`config.mk`:
```
export PLATFORM = sky130hd
export DESIGN_NAME = crc_stream_engine
export DESIGN_NICKNAME = d
export VERILOG_FILES = /design/src/rtl/crc_stream_engine_pkg.sv /design/src/rtl/crc_byte_step.sv /design/src/rtl/crc_stream_engine.sv
export SDC_FILE = /design/constraint.sdc
export NUM_CORES = 1
export LEC_CHECK = 0
export ABC_AREA = 1
export CORE_MARGIN = 2
export CORE_UTILIZATION = 50
export CTS_CLUSTER_DIAMETER = 40
export DETAILED_ROUTE_END_ITERATION = 10
export GPL_TIMING_DRIVEN = 0
export HOLD_SLACK_MARGIN = 0.02
export PLACE_DENSITY_LB_ADDON = 0.05
export SYNTH_ARGS = -nofsm -noshare
export SYNTH_HDL_FRONTEND = slang
export SYNTH_HIERARCHICAL = 1
export SYNTH_SLANG_ARGS = --single-unit
```
`constraint.sdc`:
```
create_clock -name clk -period 3.26 [get_ports clk]
set_input_delay 0.326 -clock clk [delete_from_list [all_inputs] [get_ports clk]]
set_output_delay 0.326 -clock clk [all_outputs]
set_load 0.03 [all_outputs]
```
`src/rtl/crc_stream_engine_pkg.sv`:
```
// Shared types and constants for the streaming CRC engine.
// Holds the FSM state encoding, standard CRC parameter sets and a byte bit-reverse helper.
// Contains no logic of its own and no latency or flow control.
package crc_stream_engine_pkg;

    typedef enum logic [1:0] {
        ST_IDLE  = 2'd0,
        ST_ACCUM = 2'd1,
        ST_DONE  = 2'd2
    } crc_state_t;

    // CRC-8/SMBUS
    localparam logic [7:0]  CRC8_SMBUS_POLY           = 8'h07;
    localparam logic [7:0]  CRC8_SMBUS_INIT           = 8'h00;
    localparam logic [7:0]  CRC8_SMBUS_XOROUT         = 8'h00;
    localparam logic [7:0]  CRC8_SMBUS_RESIDUE        = 8'h00;

    // CRC-16/CCITT-FALSE
    localparam logic [15:0] CRC16_CCITT_FALSE_POLY    = 16'h1021;
    localparam logic [15:0] CRC16_CCITT_FALSE_INIT    = 16'hFFFF;
    localparam logic [15:0] CRC16_CCITT_FALSE_XOROUT  = 16'h0000;
    localparam logic [15:0] CRC16_CCITT_FALSE_RESIDUE = 16'h0000;

    // CRC-32 (Ethernet); residue expressed in output (reflected) bit order
    localparam logic [31:0] CRC32_ETH_POLY            = 32'h04C11DB7;
    localparam logic [31:0] CRC32_ETH_INIT            = 32'hFFFFFFFF;
    localparam logic [31:0] CRC32_ETH_XOROUT          = 32'hFFFFFFFF;
    localparam logic [31:0] CRC32_ETH_RESIDUE         = 32'hDEBB20E3;

    function automatic logic [7:0] rev8(input logic [7:0] b);
        logic [7:0] r;
        for (int i = 0; i < 8; i++) r[i] = b[7-i];
        return r;
    endfunction

endpackage

```
`src/rtl/crc_byte_step.sv`:
```
// One-byte MSB-first LFSR update of a CRC register, optional input byte reflection.
// Purely combinational, zero latency.
// No flow control; the instantiating stage owns the handshake.
// Ports: crc_in (current register), data (one byte), crc_out (register after 8 shifts).
module crc_byte_step
    import crc_stream_engine_pkg::*;
#(
    parameter int               CRC_W = 8,
    parameter logic [CRC_W-1:0] POLY  = CRC_W'(8'h07),
    parameter bit               REFIN = 1'b0
) (
    input  logic [CRC_W-1:0] crc_in,
    input  logic [7:0]       data,
    output logic [CRC_W-1:0] crc_out
);

    logic [7:0]       d;
    logic [CRC_W-1:0] c;

    always_comb begin
        d = REFIN ? rev8(data) : data;
        c = crc_in;
        for (int i = 0; i < 8; i++) begin
            c = (c << 1) ^ ((c[CRC_W-1] ^ d[7-i]) ? POLY : '0);
        end
        crc_out = c;
    end

endmodule

```
`src/rtl/crc_stream_engine.sv`:
```
// Streaming CRC generator/checker: one result per SOF..EOF frame of DATA_W-bit beats.
// Latency: out_valid rises the cycle after the EOF beat is accepted; one bubble per frame.
// Backpressure: in_ready drops while a result waits for out_ready; all outputs registered.
// Ports: clk/rst; in_valid/in_ready/in_data/in_sof/in_eof/in_bytes beat input;
//        out_valid/out_ready/out_crc/out_ok result; frame_err pulse for a beat without SOF in IDLE.
module crc_stream_engine
    import crc_stream_engine_pkg::*;
#(
    parameter int               CRC_W   = 8,
    parameter int               DATA_W  = 8,
    parameter logic [CRC_W-1:0] POLY    = CRC_W'(8'h07),
    parameter logic [CRC_W-1:0] INIT    = CRC_W'(8'hFF),
    parameter bit               REFIN   = 1'b0,
    parameter bit               REFOUT  = 1'b0,
    parameter logic [CRC_W-1:0] XOROUT  = CRC_W'(8'h00),
    parameter logic [CRC_W-1:0] RESIDUE = CRC_W'(8'h00),
    localparam int              NB      = DATA_W / 8,
    localparam int              LBW     = $clog2(NB) + 1
) (
    input  logic              clk,
    input  logic              rst,
    input  logic              in_valid,
    output logic              in_ready,
    input  logic [DATA_W-1:0] in_data,
    input  logic              in_sof,
    input  logic              in_eof,
    input  logic [LBW-1:0]    in_bytes,
    output logic              out_valid,
    input  logic              out_ready,
    output logic [CRC_W-1:0]  out_crc,
    output logic              out_ok,
    output logic              frame_err
);

    crc_state_t               state;
    logic [CRC_W-1:0]         crc_q;
    logic [NB:0][CRC_W-1:0]   chain;
    logic [CRC_W-1:0]         next_crc;
    logic [CRC_W-1:0]         next_out;

    // SOF always restarts from INIT, which also covers a SOF arriving mid-frame.
    assign chain[0] = in_sof ? INIT : crc_q;

    for (genvar k = 0; k < NB; k++) begin : g_step
        crc_byte_step #(
            .CRC_W (CRC_W),
            .POLY  (POLY),
            .REFIN (REFIN)
        ) u_step (
            .crc_in  (chain[k]),
            .data    (in_data[DATA_W-1-8*k -: 8]),
            .crc_out (chain[k+1])
        );
    end

    // Partial EOF beat taps the chain after in_bytes steps; 0 or >NB falls
    // through to the full-beat result.
    always_comb begin
        next_crc = chain[NB];
        if (in_eof) begin
            for (int k = 1; k < NB; k++) begin
                if (in_bytes == LBW'(k)) next_crc = chain[k];
            end
        end
    end

    // The residue is compared in output bit order (after REFOUT, before
    // XOROUT), so reflected algorithms use their customary published residue.
    always_comb begin
        next_out = next_crc;
        if (REFOUT) begin
            for (int i = 0; i < CRC_W; i++) next_out[i] = next_crc[CRC_W-1-i];
        end
    end

    always_ff @(posedge clk) begin
        if (rst) begin
            state     <= ST_IDLE;
            crc_q     <= INIT;
            in_ready  <= 1'b1;
            out_valid <= 1'b0;
            out_crc   <= '0;
            out_ok    <= 1'b0;
            frame_err <= 1'b0;
        end else begin
            frame_err <= 1'b0;
            case (state)
                ST_IDLE, ST_ACCUM: begin
                    if (in_valid && in_ready) begin
                        if (state == ST_IDLE && !in_sof) begin
                            frame_err <= 1'b1;
                        end else if (in_eof) begin
                            crc_q     <= next_crc;
                            state     <= ST_DONE;
                            in_ready  <= 1'b0;
                            out_valid <= 1'b1;
                            out_crc   <= next_out ^ XOROUT;
                            out_ok    <= (next_out == RESIDUE);
                        end else begin
                            crc_q <= next_crc;
                            state <= ST_ACCUM;
                        end
                    end
                end
                ST_DONE: begin
                    if (out_ready) begin
                        state     <= ST_IDLE;
                        crc_q     <= INIT;
                        in_ready  <= 1'b1;
                        out_valid <= 1'b0;
                    end
                end
                default: begin
                    state     <= ST_IDLE;
                    crc_q     <= INIT;
                    in_ready  <= 1'b1;
                    out_valid <= 1'b0;
                end
            endcase
        end
    end

endmodule

```
* Yosys cells after proc, flatten, opt, wreduce, memory -nomap -nowiden
Index checks and enable logic that the tools add are counted.
** Word-level totals
- Register bits :: 22
- Output and inout port bits :: 12
** Cells by class
- Bitwise operators :: 19
- Reduce and logical (&&, ||, !) cells :: 10
- Equality and inequality tests :: 6
- Muxes and demuxes :: 29
** Operators by type and width (count)
- $xor 8x8->8 :: 6
- $mux 8 :: 4
- $mux 3 :: 8
- $pmux 8 s2 :: 1
- $xor 8x3->8 :: 2
- $mux 1 :: 9
- $logic_not 8->1 :: 1
- $mux 2 :: 4
- $ne 2x2->1 const B :: 4
- $reduce_and 4->1 :: 2
- $xor 1x1->1 :: 8
- $pmux 1 s2 :: 2
- $pmux 2 s2 :: 1
- $not 1->1 :: 3
- $reduce_and 3->1 :: 1
- $reduce_or 3->1 :: 1
- $eq 2x1->1 const B :: 1
- $eq 2x2->1 const B :: 1
- $logic_and 1x1->1 :: 2
- $logic_not 2->1 :: 1
- $reduce_or 2->1 :: 1
- $logic_not 1->1 :: 1

* Depth between registers and ports, before layout
- Depth after elaboration :: 28
- Gate-level depth with buffers :: 16

* Hierarchy
Netlist, hierarchy kept.
** By module, submodules not included
- crc_stream_engine :: instances 1, sequential area each 440.4 um^2, area an instance 991.0 um^2, cells an instance 126
- crc_byte_step :: instances 1, sequential area each 0.0 um^2, area an instance 330.3 um^2, cells an instance 69

* Worst setup path before layout
OpenSTA, ideal clock, no wires.
- Path kind :: in2reg
- Start :: in in_sof
- End :: reg out_ok
- Path slack :: 1.586 ns
- Path buffers :: 0
- Data required time :: 3.196 ns
- Stages :: 16
- Arrival time :: 1.610 ns
- Cells stage by stage :: or2_2 > inv_1 > nand2_1 > nand2_1 > nand2_1 > nand2_1 > nand2_1 > nand2_2 > inv_2 > nand2_1 > nand2_1 > nor2_1 > nand2_1 > nor2_1 > a21oi_2 > nor2_1
** RTL lines
- start, declared :: RTL line crc_stream_engine.sv:25 : input logic in_sof,
- end signal, assigned :: RTL line crc_stream_engine.sv:98 : out_ok <= (next_out == RESIDUE);
- end, declared :: RTL line crc_stream_engine.sv:31 : output logic out_ok,

==> flow_summary.json <==
{
  "cp.arrival_ns": 2.52,
  "cp_cell_sequence": "clkdlybuf4s50_1 -> or2_2 -> inv_1 -> nand2_1 -> nand2_1 -> nand2_1 -> nand2_1 -> nand2_1 -> nand2_2 -> inv_2 -> nand2_1 -> nand2_1 -> nor2_1 -> nand2_1 -> nor2_1 -> a21oi_2 -> nor2_1",
  "startpoint": "in_sof",
  "layout_commonest_cell": "nand2_1",
  "maxSlewHeadroom": 0.777,
  "seq_power_share": 0.419,
  "critPathMaxStageDelay_ns": 0.56,
  "drtIter0Drc": 34,
  "synth.area.top_cells": "dfxtp_1, nand2_1, a21oi_1",
  "clk_pin_slew_worst_paths_ns": 0.12,
  "slowest_stage": "clkdlybuf4s50_1",
  "drc": 0,
  "ir_drop_v": 0.000359,
  "reg2reg_slack_ns": 1.31,
  "fmax_mhz": 443,
  "portBuffers": 24,
  "power_switching_share": 0.361,
  "rr_endpoint": "out_ok",
  "drive_above_1_share": 0.139,
  "cp-end-kind": "flop",
  "die_x_um": 55.4,
  "synth_top_area_share": 0.333,
  "cts_buffers": 3,
  "holdPathStages": 2,
  "min_period_ns": 2.26,
  "p_leak_nw": 0.764,
  "gp_congestion": 0.814,
  "grt.overflow.total": 0,
  "hpwl_mm": 2.22,
  "crit_path_start_kind": "input port",
  "area_growth_pct": 23.8,
  "p_clk_frac": 0.208,
  "synth_area_um2": 1320,
  "cts_resized": 0,
  "grt_pass1_vias": 1142,
  "maxCapViolations": 0,
  "synthArstFlopShare": 0,
  "grt_use_total": 0.197,
  "ys_types": 24,
  "root_buffer": "clkbuf_4",
  "hold_slack_ns": 0.301,
  "finalMaxSlewViolations": 0,
  "wire_per_inst_um": 11.3,
  "worstReg2RegStart": "crc_q[6]",
  "cts_tree": "built",
  "p_sw_mw": 0.266,
  "diodes": 0,
  "path_max_fanout": 9,
  "seqCellArea_um2": 440,
  "finalSetupViolations": 0,
  "timing.final.crit_share": 0.693,
  "core_area_um2": 2500,
  "syn_inst": 195,
  "hold_viol": 0,
  "cts_setup_buffers": 0,
  "synth_edf_count": 0,
  "worstSetupPathType": "in -> reg",
  "power_density_nw_per_um2": 449,
  "r2r.worst_path.cells": 16,
  "die_area_um2": 3070,
  "fill_cells": 237,
  "grt_pass1_wl_mm": 4.89,
  "combPwrFrac": 0.373,
  "synth_area_per_cell_um2": 6.78,
  "crit_family": "simple AND/OR/NAND/NOR gates",
  "die_h_um": 55.4,
  "synthesis.nets": 210,
  "clockBufferDepth": 2,
  "wl_met1_mm": 1.27,
  "yosysWarnings": 6,
  "wirelength_mm": 2.86,
  "skew_ns": 0.00465,
  "insertion_delay_ns": 0.31,
  "dr_wl_met3_um": 119,
  "drtAntennaViolNets": 0,
  "wl_met2_mm": 1.43,
  "min_path_type": "in -> reg",
  "grt_start_max_net_pins": 13,
  "pin_count": 27,
  "start_util": 0.529,
  "status": "finished, final reports clean",
  "cts_hold_buf": 0,
  "rows": 18,
  "cpMostUsedCell": "nand2_1",
  "rsz0062_at_grt": "false",
  "detail_route.vias_per_cell": 5.06,
  "antenna_found_initial": 0,
  "worstPathRequired_ns": 3.52,
  "critical_path_depth": 17,
  "p_int_mw": 0.469,
  "ys_seq_elements": 22,
  "tightest_slew_ns": 0.333,
  "endpoint": "out_ok",
  "worst-path-buf-inv": 3,
  "cts.sinks": 22,
  "ys.flop_type": "dfxtp_1",
  "yosysTopAreaCell": "dfxtp_1",
  "h-tree-depth": 1,
  "setup_tns_ns": 0,
  "highest_layer": "met4",
  "yosysSeqAreaShare": 0.333,
  "dr.pass1.iters": 4,
  "final_cell_mix": "nand2_1, clkdlybuf4s50_1, dfxtp_1, inv_1, a21oi_1",
  "multi_input_comb_area_um2": 754,
  "finalNetCount": 239,
  "vias": 1279
}
[per-stage QoR]
step	utilization	setup WS [ns]	std cells	power [mW]	instance area [um2]
2_1_floorplan	-	1.59	195	0.512	1320
3_3_place_gp	0.640	0.745	249	0.579	1600
3_5_place_dp	0.640	0.672	249	0.587	1600
4_1_cts	0.654	1.00	253	0.743	1640
5_1_grt	0.654	0.772	253	0.782	1640
6_report	0.654	1.00	253	0.735	1640
[power by group through the flow]
stage / sequential, mW / clock (mW) / combinational [mW]
final: 0.308 / 0.153 / 0.274
after global routing: 0.312 / 0.166 / 0.305
after CTS: 0.309 / 0.159 / 0.275
after detailed placement: 0.315 / 0 / 0.272
after global placement: 0.313 / 0 / 0.266
after floorplan: 0.332 / 0 / 0.179
[metal layers]
layer | global-route usage | vias up
met3 | 0.0398 | 5
met5 | 0 | -
li1 | - | 668
met4 | 0.0767 | 0
met1 | 0.229 | 576
met2 | 0.352 | 30
[Yosys cell counts, types with 2 or more instances]
library cell and n:
nand2_1 77, dfxtp_1 22, inv_1 20, a21oi_1 17, nand4_1 9, or2_2 9, nor2_1 7, nand3_1 6
xnor2_1 5, buf_6 3, xor2_1 3, inv_2 2, nand2_2 2, nand2_8 2, xnor2_2 2
[kinds of logic (layout without fill, tap and decap cells)]
logic type | count (synthesis) | count (layout) | synth area share
buf+inv | 27 | 55 | 0.0956
xor+xnor | 10 | 10 | 0.0777
flops | 22 | 22 | 0.333
simple gates | 117 | 117 | 0.416
compound gates | 19 | 19 | 0.0777
[state kept, by name, indices dropped and copies added (netlist names)]
register	count
frame_err	1
state	2
in_ready	1
out_crc	8
out_ok	1
out_valid	1
crc_q	8
[area by class of cell]
type / instances / area share
inverter: 22 / 0.0505
multi-input combinational: 146 / 0.461
buffer: 5 / 0.0268
clock buffer: 4 / 0.0222
sequential: 22 / 0.269
timing repair buffer: 24 / 0.147
tap: 30 / 0.0230
[how the worst min path moves through the flow]
stage	to	from
floorplan	crc_q[0]	crc_q[0]
CTS	out_crc[5]	rst
finish	out_crc[5]	rst
global placement	crc_q[5]	crc_q[5]
detailed placement	crc_q[2]	crc_q[2]
global route	out_crc[5]	rst
No activity file was read; power rests on OpenSTA's default activity.
